## config.mk

```make
export PLATFORM = sky130hd
export DESIGN_NAME = rfft_seq_ctrl
export DESIGN_NICKNAME = d
export VERILOG_FILES = /design/src/rtl/rfft_pkg.sv /design/src/rtl/rfft_addr_gen.sv /design/src/rtl/rfft_seq_ctrl.sv
export SDC_FILE = /design/constraint.sdc
export NUM_CORES = 1
export LEC_CHECK = 0
export BUFFER_PORTS_ARGS = -buffer_cell sky130_fd_sc_hd__buf_2
export CORE_AREA = 2 2 76 78
export CTS_CLUSTER_SIZE = 25
export DETAILED_ROUTE_END_ITERATION = 16
export DIE_AREA = 0 0 78 80
export GPL_ROUTABILITY_DRIVEN = 0
export PLACE_DENSITY_LB_ADDON = 0.2
export SLEW_MARGIN = 0
export SYNTH_ARGS = -nofsm -noshare
export SYNTH_HDL_FRONTEND = slang
export SYNTH_SLANG_ARGS = --single-unit
```

## constraint.sdc

```tcl
create_clock -name Clk -period 2.1 [get_ports Clk]
set_input_delay 0.105 -clock Clk [delete_from_list [all_inputs] [get_ports Clk]]
set_output_delay 0.105 -clock Clk [all_outputs]
set_load 0.01 [all_outputs]
```

## src/rtl/rfft_pkg.sv

```systemverilog
// Shared parameters and state encoding for the RFFT sequencer slice.
package rfft_pkg;
  localparam int unsigned ADDR_W = 6;
  localparam int unsigned NSTAGE = 7;
  localparam int unsigned PE_LAT = 2;
  localparam int unsigned RD_LAT = 1;
  localparam int unsigned LAT    = RD_LAT + PE_LAT;

  typedef enum logic [1:0] {IDLE, RUN, DRAIN, DONE} state_e;
endpackage

```

## src/rtl/rfft_addr_gen.sv

```systemverilog
// Combinational per-stage address transforms: partner address, crossbar selects, twiddle index.
module rfft_addr_gen
  import rfft_pkg::*;
(
  input  logic [2:0]        i_stage,
  input  logic [ADDR_W-1:0] i_cnt,
  input  logic [ADDR_W-1:0] i_cnt_d,
  output logic [ADDR_W-1:0] o_rd_addr_b,
  output logic              o_rd_swap,
  output logic              o_wr_swap,
  output logic [ADDR_W-1:0] o_tf_addr
);
  logic [ADDR_W-1:0] w_mask;

  // Bit selects are resolved by matching index against stage so that out-of-range
  // selects (stage 0 read side, last stage write side) naturally yield 0.
  always_comb begin
    w_mask    = '0;
    o_rd_swap = 1'b0;
    o_wr_swap = 1'b0;
    for (int unsigned i = 0; i < ADDR_W; i++) begin
      if (i + 32'(i_stage) >= ADDR_W)
        w_mask[i] = 1'b1;
      if (i_stage != 3'd0 && i + 32'(i_stage) == ADDR_W)
        o_rd_swap = i_cnt[i];
      if (i + 32'(i_stage) == ADDR_W - 1)
        o_wr_swap = i_cnt_d[i];
    end
    o_rd_addr_b = i_cnt ^ w_mask;
    o_tf_addr   = i_cnt << i_stage;
  end
endmodule

```

## src/rtl/rfft_seq_ctrl.sv

```systemverilog
// Stage/address sequencer for the 4-bank in-place radix-2 RFFT; write-back delayed by LAT.
module rfft_seq_ctrl
  import rfft_pkg::*;
(
  input  logic              Clk,
  input  logic              Reset_n,
  input  logic              start,
  output logic              busy,
  output logic              done,
  output logic [2:0]        stage,
  output logic [ADDR_W-1:0] rd_addr_a,
  output logic [ADDR_W-1:0] rd_addr_b,
  output logic [ADDR_W-1:0] wr_addr_a,
  output logic [ADDR_W-1:0] wr_addr_b,
  output logic [3:0]        we,
  output logic              rd_swap,
  output logic              wr_swap,
  output logic [ADDR_W-1:0] tf_addr,
  output logic              bypass_n
);
  localparam int unsigned DRAIN_W = (LAT > 1) ? $clog2(LAT) : 1;

  logic                r_rst_meta, r_rst_sync;
  logic                w_rst_n;
  state_e              r_state, w_state_nx;
  logic [ADDR_W-1:0]   r_cnt, w_cnt_nx;
  logic [DRAIN_W-1:0]  r_drain, w_drain_nx;
  logic [2:0]          r_stage, w_stage_nx;
  logic [ADDR_W-1:0]   r_dly_a [LAT];
  logic [ADDR_W-1:0]   r_dly_b [LAT];
  logic [LAT-1:0]      r_dly_v;
  logic                w_run;
  logic [ADDR_W-1:0]   w_rd_b, w_tf;
  logic                w_rd_swap, w_wr_swap;

  always_ff @(posedge Clk or negedge Reset_n) begin
    if (!Reset_n) begin
      r_rst_meta <= 1'b0;
      r_rst_sync <= 1'b0;
    end else begin
      r_rst_meta <= 1'b1;
      r_rst_sync <= r_rst_meta;
    end
  end
  assign w_rst_n = r_rst_sync;

  always_ff @(posedge Clk or negedge w_rst_n) begin
    if (!w_rst_n) begin
      r_state <= IDLE;
      r_cnt   <= '0;
      r_drain <= '0;
      r_stage <= '0;
    end else begin
      r_state <= w_state_nx;
      r_cnt   <= w_cnt_nx;
      r_drain <= w_drain_nx;
      r_stage <= w_stage_nx;
    end
  end

  always_comb begin
    w_state_nx = r_state;
    w_cnt_nx   = r_cnt;
    w_drain_nx = r_drain;
    w_stage_nx = r_stage;
    case (r_state)
      IDLE: if (start) begin
        w_state_nx = RUN;
        w_cnt_nx   = '0;
      end
      RUN: begin
        w_cnt_nx = r_cnt + 1'b1;
        if (r_cnt == '1) begin
          w_state_nx = DRAIN;
          w_drain_nx = '0;
        end
      end
      DRAIN: begin
        if (r_drain == DRAIN_W'(LAT - 1)) begin
          if (r_stage == 3'(NSTAGE - 1)) begin
            w_state_nx = DONE;
            w_stage_nx = '0;
          end else begin
            w_state_nx = RUN;
            w_stage_nx = r_stage + 3'd1;
          end
        end else begin
          w_drain_nx = r_drain + 1'b1;
        end
      end
      DONE:    w_state_nx = IDLE;
      default: w_state_nx = IDLE;
    endcase
  end

  assign w_run = (r_state == RUN);

  // rd_addr_a equals cnt during RUN, so the delayed A address doubles as cnt_d.
  rfft_addr_gen u_addr_gen (
    .i_stage     (r_stage),
    .i_cnt       (r_cnt),
    .i_cnt_d     (r_dly_a[LAT-1]),
    .o_rd_addr_b (w_rd_b),
    .o_rd_swap   (w_rd_swap),
    .o_wr_swap   (w_wr_swap),
    .o_tf_addr   (w_tf)
  );

  always_ff @(posedge Clk or negedge w_rst_n) begin
    if (!w_rst_n) begin
      for (int unsigned i = 0; i < LAT; i++) begin
        r_dly_a[i] <= '0;
        r_dly_b[i] <= '0;
      end
      r_dly_v <= '0;
    end else begin
      r_dly_a[0] <= rd_addr_a;
      r_dly_b[0] <= rd_addr_b;
      for (int unsigned i = 1; i < LAT; i++) begin
        r_dly_a[i] <= r_dly_a[i-1];
        r_dly_b[i] <= r_dly_b[i-1];
      end
      r_dly_v <= {r_dly_v[LAT-2:0], w_run};
    end
  end

  assign busy      = (r_state != IDLE);
  assign done      = (r_state == DONE);
  assign stage     = r_stage;
  assign rd_addr_a = w_run ? r_cnt : '0;
  assign rd_addr_b = w_run ? w_rd_b : '0;
  assign rd_swap   = w_run & w_rd_swap;
  assign tf_addr   = w_run ? w_tf : '0;
  assign bypass_n  = (w_run || r_state == DRAIN) && (r_stage != 3'(NSTAGE - 1));
  assign we        = {4{r_dly_v[LAT-1]}};
  assign wr_addr_a = r_dly_a[LAT-1];
  assign wr_addr_b = r_dly_b[LAT-1];
  assign wr_swap   = r_dly_v[LAT-1] & w_wr_swap;
endmodule

```

==> results of run 1 <==
flip-flops by register name, summed over array words and instances (netlist names):
name and flops:
r_drain 2, wr_addr_b 6, r_dly_a 12, r_rst_meta 1, stage 3, r_state 2
r_cnt 6, r_rst_sync 1, wr_addr_a 6, r_dly_b 12, r_dly_v 3
layer usage:
| metal | share of wire | vias up | wire, microns | track usage |
|---|---|---|---|---|
| li1 | - | 940 | - | - |
| met1 | 0.44 | 947 | 2470 | 0.237 |
| met2 | 0.49 | 56 | 2730 | 0.313 |
| met3 | 0.045 | 17 | 250 | 0.0305 |
| met4 | 0.024 | 0 | 136 | 0.0719 |
| met5 | 0 | - | 0 | 0 |
metrics by stage:
step           setup TNS (ps)  worst slack [ps]
2_1_floorplan               0              31.9
3_3_place_gp                0               197
3_5_place_dp                0               144
4_1_cts                  -125             -75.4
5_1_grt                  -408              -130
6_report                -57.7             -30.3
worst register-to-register path, delay by kind of cell, from the launching register on:
kind	cells	cell delay (ps)
and+or+nand+nor	3	690
DFF	1	570
AOI/OAI and AO/OA	2	330
area by class of cell:
type	instances	area [sq um]	share of cell area
Sequential cell	54	1360	0.414
Multi-Input combinational cell	158	1180	0.361
Timing Repair Buffer	72	468	0.143
Tap cell	72	90.1	0.0275
Clock buffer	6	82.6	0.0252
Clock inverter	2	60.1	0.0183
Inverter	8	37.5	0.0114
cells by family after synthesis:
family	synth area share
muxes	0.0268
DFF	0.508
xor gates and xnor gates	0.0226
AOI/OAI and AO/OA	0.129
adders and majority gates	0.0753
and+or+nand+nor	0.148
buffers and inverters	0.0890
other	0.00141
layout by cell type, fill, tap and decap left out, types with 3 or more instances in the layout:
| cell type | Yosys | routed |
|---|---|---|
| dfrtp_1 | 54 | 50 |
| buf_2 | 3 | 44 |
| nand2_1 | 21 | 21 |
| buf_4 | 21 | 21 |
| nor2_1 | 14 | 14 |
| o21ai_1 | 9 | 11 |
| and2_1 | 10 | 10 |
| a21oi_1 | 10 | 9 |
| o21ai_0 | 9 | 7 |
| ha_1 | 16 | 7 |
| mux2i_1 | 6 | 6 |
| clkbuf_8 | 0 | 6 |
| inv_1 | 6 | 5 |
| nand3_1 | 5 | 5 |
| ha_2 | 0 | 5 |
| a31oi_1 | 4 | 4 |
| nor2b_1 | 4 | 4 |
| and3_1 | 4 | 4 |
| nand3b_1 | 4 | 4 |
| ha_4 | 0 | 4 |
| buf_6 | 2 | 4 |
| dfrtp_2 | 0 | 4 |
| inv_4 | 0 | 3 |
| nand4_1 | 3 | 3 |
| a211oi_1 | 3 | 3 |
| nor3_1 | 3 | 3 |
| xor2_1 | 4 | 3 |
| nand2b_1 | 3 | 3 |
| o31a_1 | 3 | 3 |
what timing repair did:
item,in CTS,in global routing
hold endpoints to repair,2,0
hold buffers,1,0
resized for setup,15,19
setup endpoints to repair,4,8
gates cloned,0,0
pin swaps,8,5
setup buffers,6,6
worst paths after layout:
check	startpoint	endpoint	slack, ps	depth (start not counted)
setup / recovery	stage[0]$_DFFE_PN0P_	rd_swap	-30	9
hold / removal	Reset_n	r_rst_sync$_DFF_PN0_	100	2
setup reg to reg	r_cnt[3]$_DFFE_PN0P_	r_drain[0]$_DFFE_PN0P_	430	5
hold reg to reg	r_rst_sync$_DFF_PN0_	r_cnt[2]$_DFFE_PN0P_	260	0
max in group asynchronous	r_rst_sync$_DFF_PN0_	r_dly_b[15]$_DFF_PN0_	1310	1
min in group Clk	start	r_cnt[5]$_DFFE_PN0P_	200	4
power groups by stage:
stage                     clock (mW)  sequential [mW]  combinational [mW]
after detailed placement           0             1.39                1.55
final                          0.828             1.38                1.83
after global routing           0.899             1.42                2.02
after floorplan                    0             1.38                1.16
after global placement             0             1.38                1.54
after CTS                      0.848             1.37                1.71
==> flow_metrics.tcl, run 1 <==
set metrics [dict create \
    status "finished with violations" \
    violations "setup timing" \
    ys_async_sr_fraction 1.00 \
    ant_nets 0 \
    rows 27 \
    drtIter0Drc 129 \
    max_cap_viol_count 0 \
    critPathCaptureType "output pin" \
    dieArea_sq_mm 0.00624 \
    dp.cells 351 \
    dpl.hpwl_microns 3790 \
    finalHoldViolations 0 \
    routed_wl_microns 5590 \
    wl_per_cell_microns 15.0 \
    ys_types 46 \
    area_growth_pct 23.4 \
    crit_fanout 4 \
    post_dp_cell_area_sq_mm 0.00290 \
    htree_levels 2 \
    design_power_total_mw 4.05 \
    clock_path_buffers 2 \
    numCtsBuffers 5 \
    crit_slowest_cell "dfrtp_2" \
    holdWs_ps 103 \
    crit_family "compound AO/OA/AOI/OAI gates" \
    crit_required_ps 2000 \
    yosys-top-cells-area "dfrtp_1, ha_1, buf_4" \
    grt_pass1_wl_microns 8980 \
    finalCritPeriodShare 1.01 \
    ir_worst_vdd_mv 0.628 \
    synthCells 249 \
    tightest_slew_ps 551 \
    grt_pass1_vias 1877 \
    critPathBufInv 3 \
    slew_viol_final 0 \
    seq_power_share 0.342 \
    clkPwrFrac 0.205 \
    grt-ovfl-total 0 \
    yosysTopAreaCell "dfrtp_1" \
    leakage_nw 1.65 \
    cts_tree "built" \
    synth_warnings 0 \
    fin_util 0.607 \
    start_util 0.492 \
    clock_tree.root_cell "clkbuf_8" \
    cts.sinks 54 \
    synth_seq_area_share 0.508 \
    synthTopCellsByCount "dfrtp_1, buf_4, nand2_1" \
    fill_cells 469 \
    synth_fp_nets 268 \
    antenna_found_initial 0 \
    grt_start_max_net_pins 30 \
    fin_skew_ps 10.5 \
    yosysMostFrequentCell "dfrtp_1" \
    fin_nets 318 \
    fin_crit_ps 2130 \
    switchingPower_mw 1.47 \
    p_sw_frac 0.364 \
    coreArea_sq_mm 0.00541 \
    path_class "flop to output pin" \
    clock.fmax_ghz 0.469 \
    arrival_ps 2030 \
    clk_pin_slew_worst_paths_ps 90 \
    fin_ws_ps -30.3 \
    clk_latency_ps 320 \
    ios 45 \
    rsz0062_at_grt "true" \
    remaining_drc_errors 0 \
    finalSetupViolations 2 \
    vias 1960 \
    p_int_mw 2.57 \
    max_slew_margin 0.633 \
    syn_area_sq_mm 0.00266 \
    dr.pass1.iters 4 \
    grtUsageTotal 0.184 \
    antennaDiodeCount 0 \
    worstPathCellList "inv_4 > buf_6 > ha_4 > nor4bb_4 > a31oi_1 > o21ai_1 > a221oi_2 > o32ai_2 > buf_2" \
    numPortBuffers 44 \
    fin_area_sq_mm 0.00328 \
    final_cells 372 \
    worstSetupStartpointType "flop" \
    layout-drive-gt1-share 0.343 \
    yosys.area.top_type_share 0.508 \
    power_per_cell_area_mw_per_mm2 1230 \
    combPwrFrac 0.453 \
    synthFlopType "dfrtp_1" \
    synth_edf_count 0 \
    hp-class "input pin to asynchronous set/reset pin" \
    synth_seq_cells 54 \
    syn_avg_cell_area_sq_um 10.7 \
    viasPerCell 5.27 \
    fp.dieH_microns 80 \
    critPathMaxStageDelay_ps 470 \
    fp.dieW_microns 78 \
]
Note: power is estimated with default switching activity, not from simulation.
==> run 2: changes to the inputs <==
CORE_AREA = 2 2 73 75   (was 2 2 76 78)
DIE_AREA = 0 0 75 77   (was 0 0 78 80)
==> flow_metrics.tcl, run 2 (synthesized netlist as in run 1, its figures left out) <==
set metrics [dict create \
    max_slew_margin 0.649 \
    clock_path_buffers 2 \
    arrival_ps 2100 \
    dieArea_sq_mm 0.00578 \
    numCtsBuffers 5 \
    max_cap_viol_count 0 \
    clk_latency_ps 310 \
    ant_nets 0 \
    clock_tree.root_cell "clkbuf_8" \
    critPathMaxStageDelay_ps 410 \
    finalHoldViolations 0 \
    design_power_total_mw 4.00 \
    coreArea_sq_mm 0.00498 \
    ios 45 \
    rows 26 \
    rsz0062_at_grt "true" \
    finalCritPeriodShare 1.05 \
    drtIter0Drc 123 \
    grtUsageTotal 0.217 \
    ir_worst_vdd_mv 0.585 \
    grt-ovfl-total 0 \
    leakage_nw 1.66 \
    vias 1950 \
    crit_fanout 6 \
    seq_area_sq_mm 0.00136 \
    finalSetupViolations 2 \
    grt_pass1_wl_microns 9500 \
    violations "setup timing" \
    crit_required_ps 2000 \
    fill_cells 404 \
    fin_skew_ps 12.0 \
    slew_viol_final 0 \
    htree_levels 2 \
    reg_top3 "r_dly_a: 12 flops, r_dly_b: 12 flops" \
    tightest_slew_ps 527 \
    fin_nets 319 \
    clk_pin_slew_worst_paths_ps 100 \
    setup_tns_ps -180 \
    fin_ws_ps -100 \
    final_cell_mix "dfrtp_1, buf_2, buf_4, nand2_1, nor2_1" \
    area_growth_pct 24.2 \
    wl_per_cell_microns 15.8 \
    fin_util 0.663 \
    grt_start_max_net_pins 25 \
    holdWs_ps 97.0 \
    worstSetupStartpointType "flop" \
    critPathCaptureType "output pin" \
    power_per_cell_area_mw_per_mm2 1210 \
    crit_slowest_cell "dfrtp_1" \
    numPortBuffers 44 \
    start_util 0.534 \
    multi_input_area_sq_mm 0.00122 \
    cts.sinks 54 \
    fp.dieH_microns 77 \
    routed_wl_microns 5870 \
    status "finished with violations" \
    cts_tree "built" \
    remaining_drc_errors 0 \
    viasPerCell 5.26 \
    grt_pass1_vias 1914 \
    dpl.hpwl_microns 3910 \
    layout-drive-gt1-share 0.359 \
    path_class "flop to output pin" \
    fin_crit_ps 2200 \
    worstPathCellList "buf_6 > ha_4 > xor2_4 > and3_1 > a31o_1 > a221oi_2 > o32ai_2 > buf_2" \
    antennaDiodeCount 0 \
    clock.fmax_ghz 0.454 \
    antenna_found_initial 0 \
    hp-class "input pin to asynchronous set/reset pin" \
    fp.dieW_microns 75 \
    dr.pass1.iters 4 \
    layout_commonest_cell "dfrtp_1" \
]
run 2: cell count changes in the layout (fill, tap and decap cells not counted), sizes merged:
cell	previous run	this run
clkinv	0	2
buf	71	72
bufinv	2	1
clkbuf	6	5
run 2: routing by layer:
| layer | GRT usage | up-vias | routed length [microns] |
|---|---|---|---|
| li1 | - | 932 | - |
| met4 | 0.0786 | 0 | 115 |
| met5 | 0 | - | 0 |
| met1 | 0.292 | 959 | 2570 |
| met2 | 0.345 | 48 | 2940 |
| met3 | 0.0407 | 11 | 253 |
run 2: path summary, 6_finish.rpt:
check,slack [ps],endpoint,cells after the start,startpoint
max,-100,rd_swap,8,stage[1]$_DFFE_PN0P_
min,100,r_rst_sync$_DFF_PN0_,2,Reset_n
max reg2reg,360,r_dly_b[15]$_DFF_PN0_,9,stage[1]$_DFFE_PN0P_
min reg2reg,240,r_cnt[3]$_DFFE_PN0P_,0,r_rst_sync$_DFF_PN0_
max in group asynchronous,1200,wr_addr_b[3]$_DFF_PN0_,1,r_rst_sync$_DFF_PN0_
min in group Clk,210,r_cnt[5]$_DFFE_PN0P_,4,start
run 2: timing repair:
item / 4_1_cts / 5_1_grt
hold endpoints to repair: 2 / 0
buffers inserted: 6 / 6
resized for setup: 20 / 19
pin swaps: 5 / 7
hold buffers: 1 / 0
endpoints found under the setup margin: 5 / 6
run 2: cell type report:
cell class,count,share of cell area
well taps,70,0.0265
clock buffers,5,0.0208
flip-flops and latches,54,0.411
repair buffers,73,0.147
inverters,8,0.0136
clock inverters,3,0.0121
multi-input cells,158,0.370
run 2: worst max-delay path: cells and delay by family, from the launching register on:
family | cells | cell delay, ps
xor gates and xnor gates | 1 | 190
adders and majority gates | 1 | 170
and+or+nand+nor | 1 | 150
buffers and inverters | 2 | 280
AOI/OAI and AO/OA | 3 | 560
DFF | 1 | 410
run 2: metrics by stage:
| step | worst slack, ps | instances | area [sq um] |
|---|---|---|---|
| global placement | 193 | 351 | 2910 |
| finish | -100 | 371 | 3300 |
| floorplan | 31.9 | 249 | 2670 |
| CTS | -42.6 | 366 | 3160 |
| global route | -171 | 371 | 3300 |
| detailed placement | 177 | 351 | 2910 |
run 2: power breakdown:
part	internal [mW]	switching [mW]	total [mW]
clock	0.351	0.321	0.671
sequential	1.25	0.140	1.39
combinational	0.875	1.06	1.93
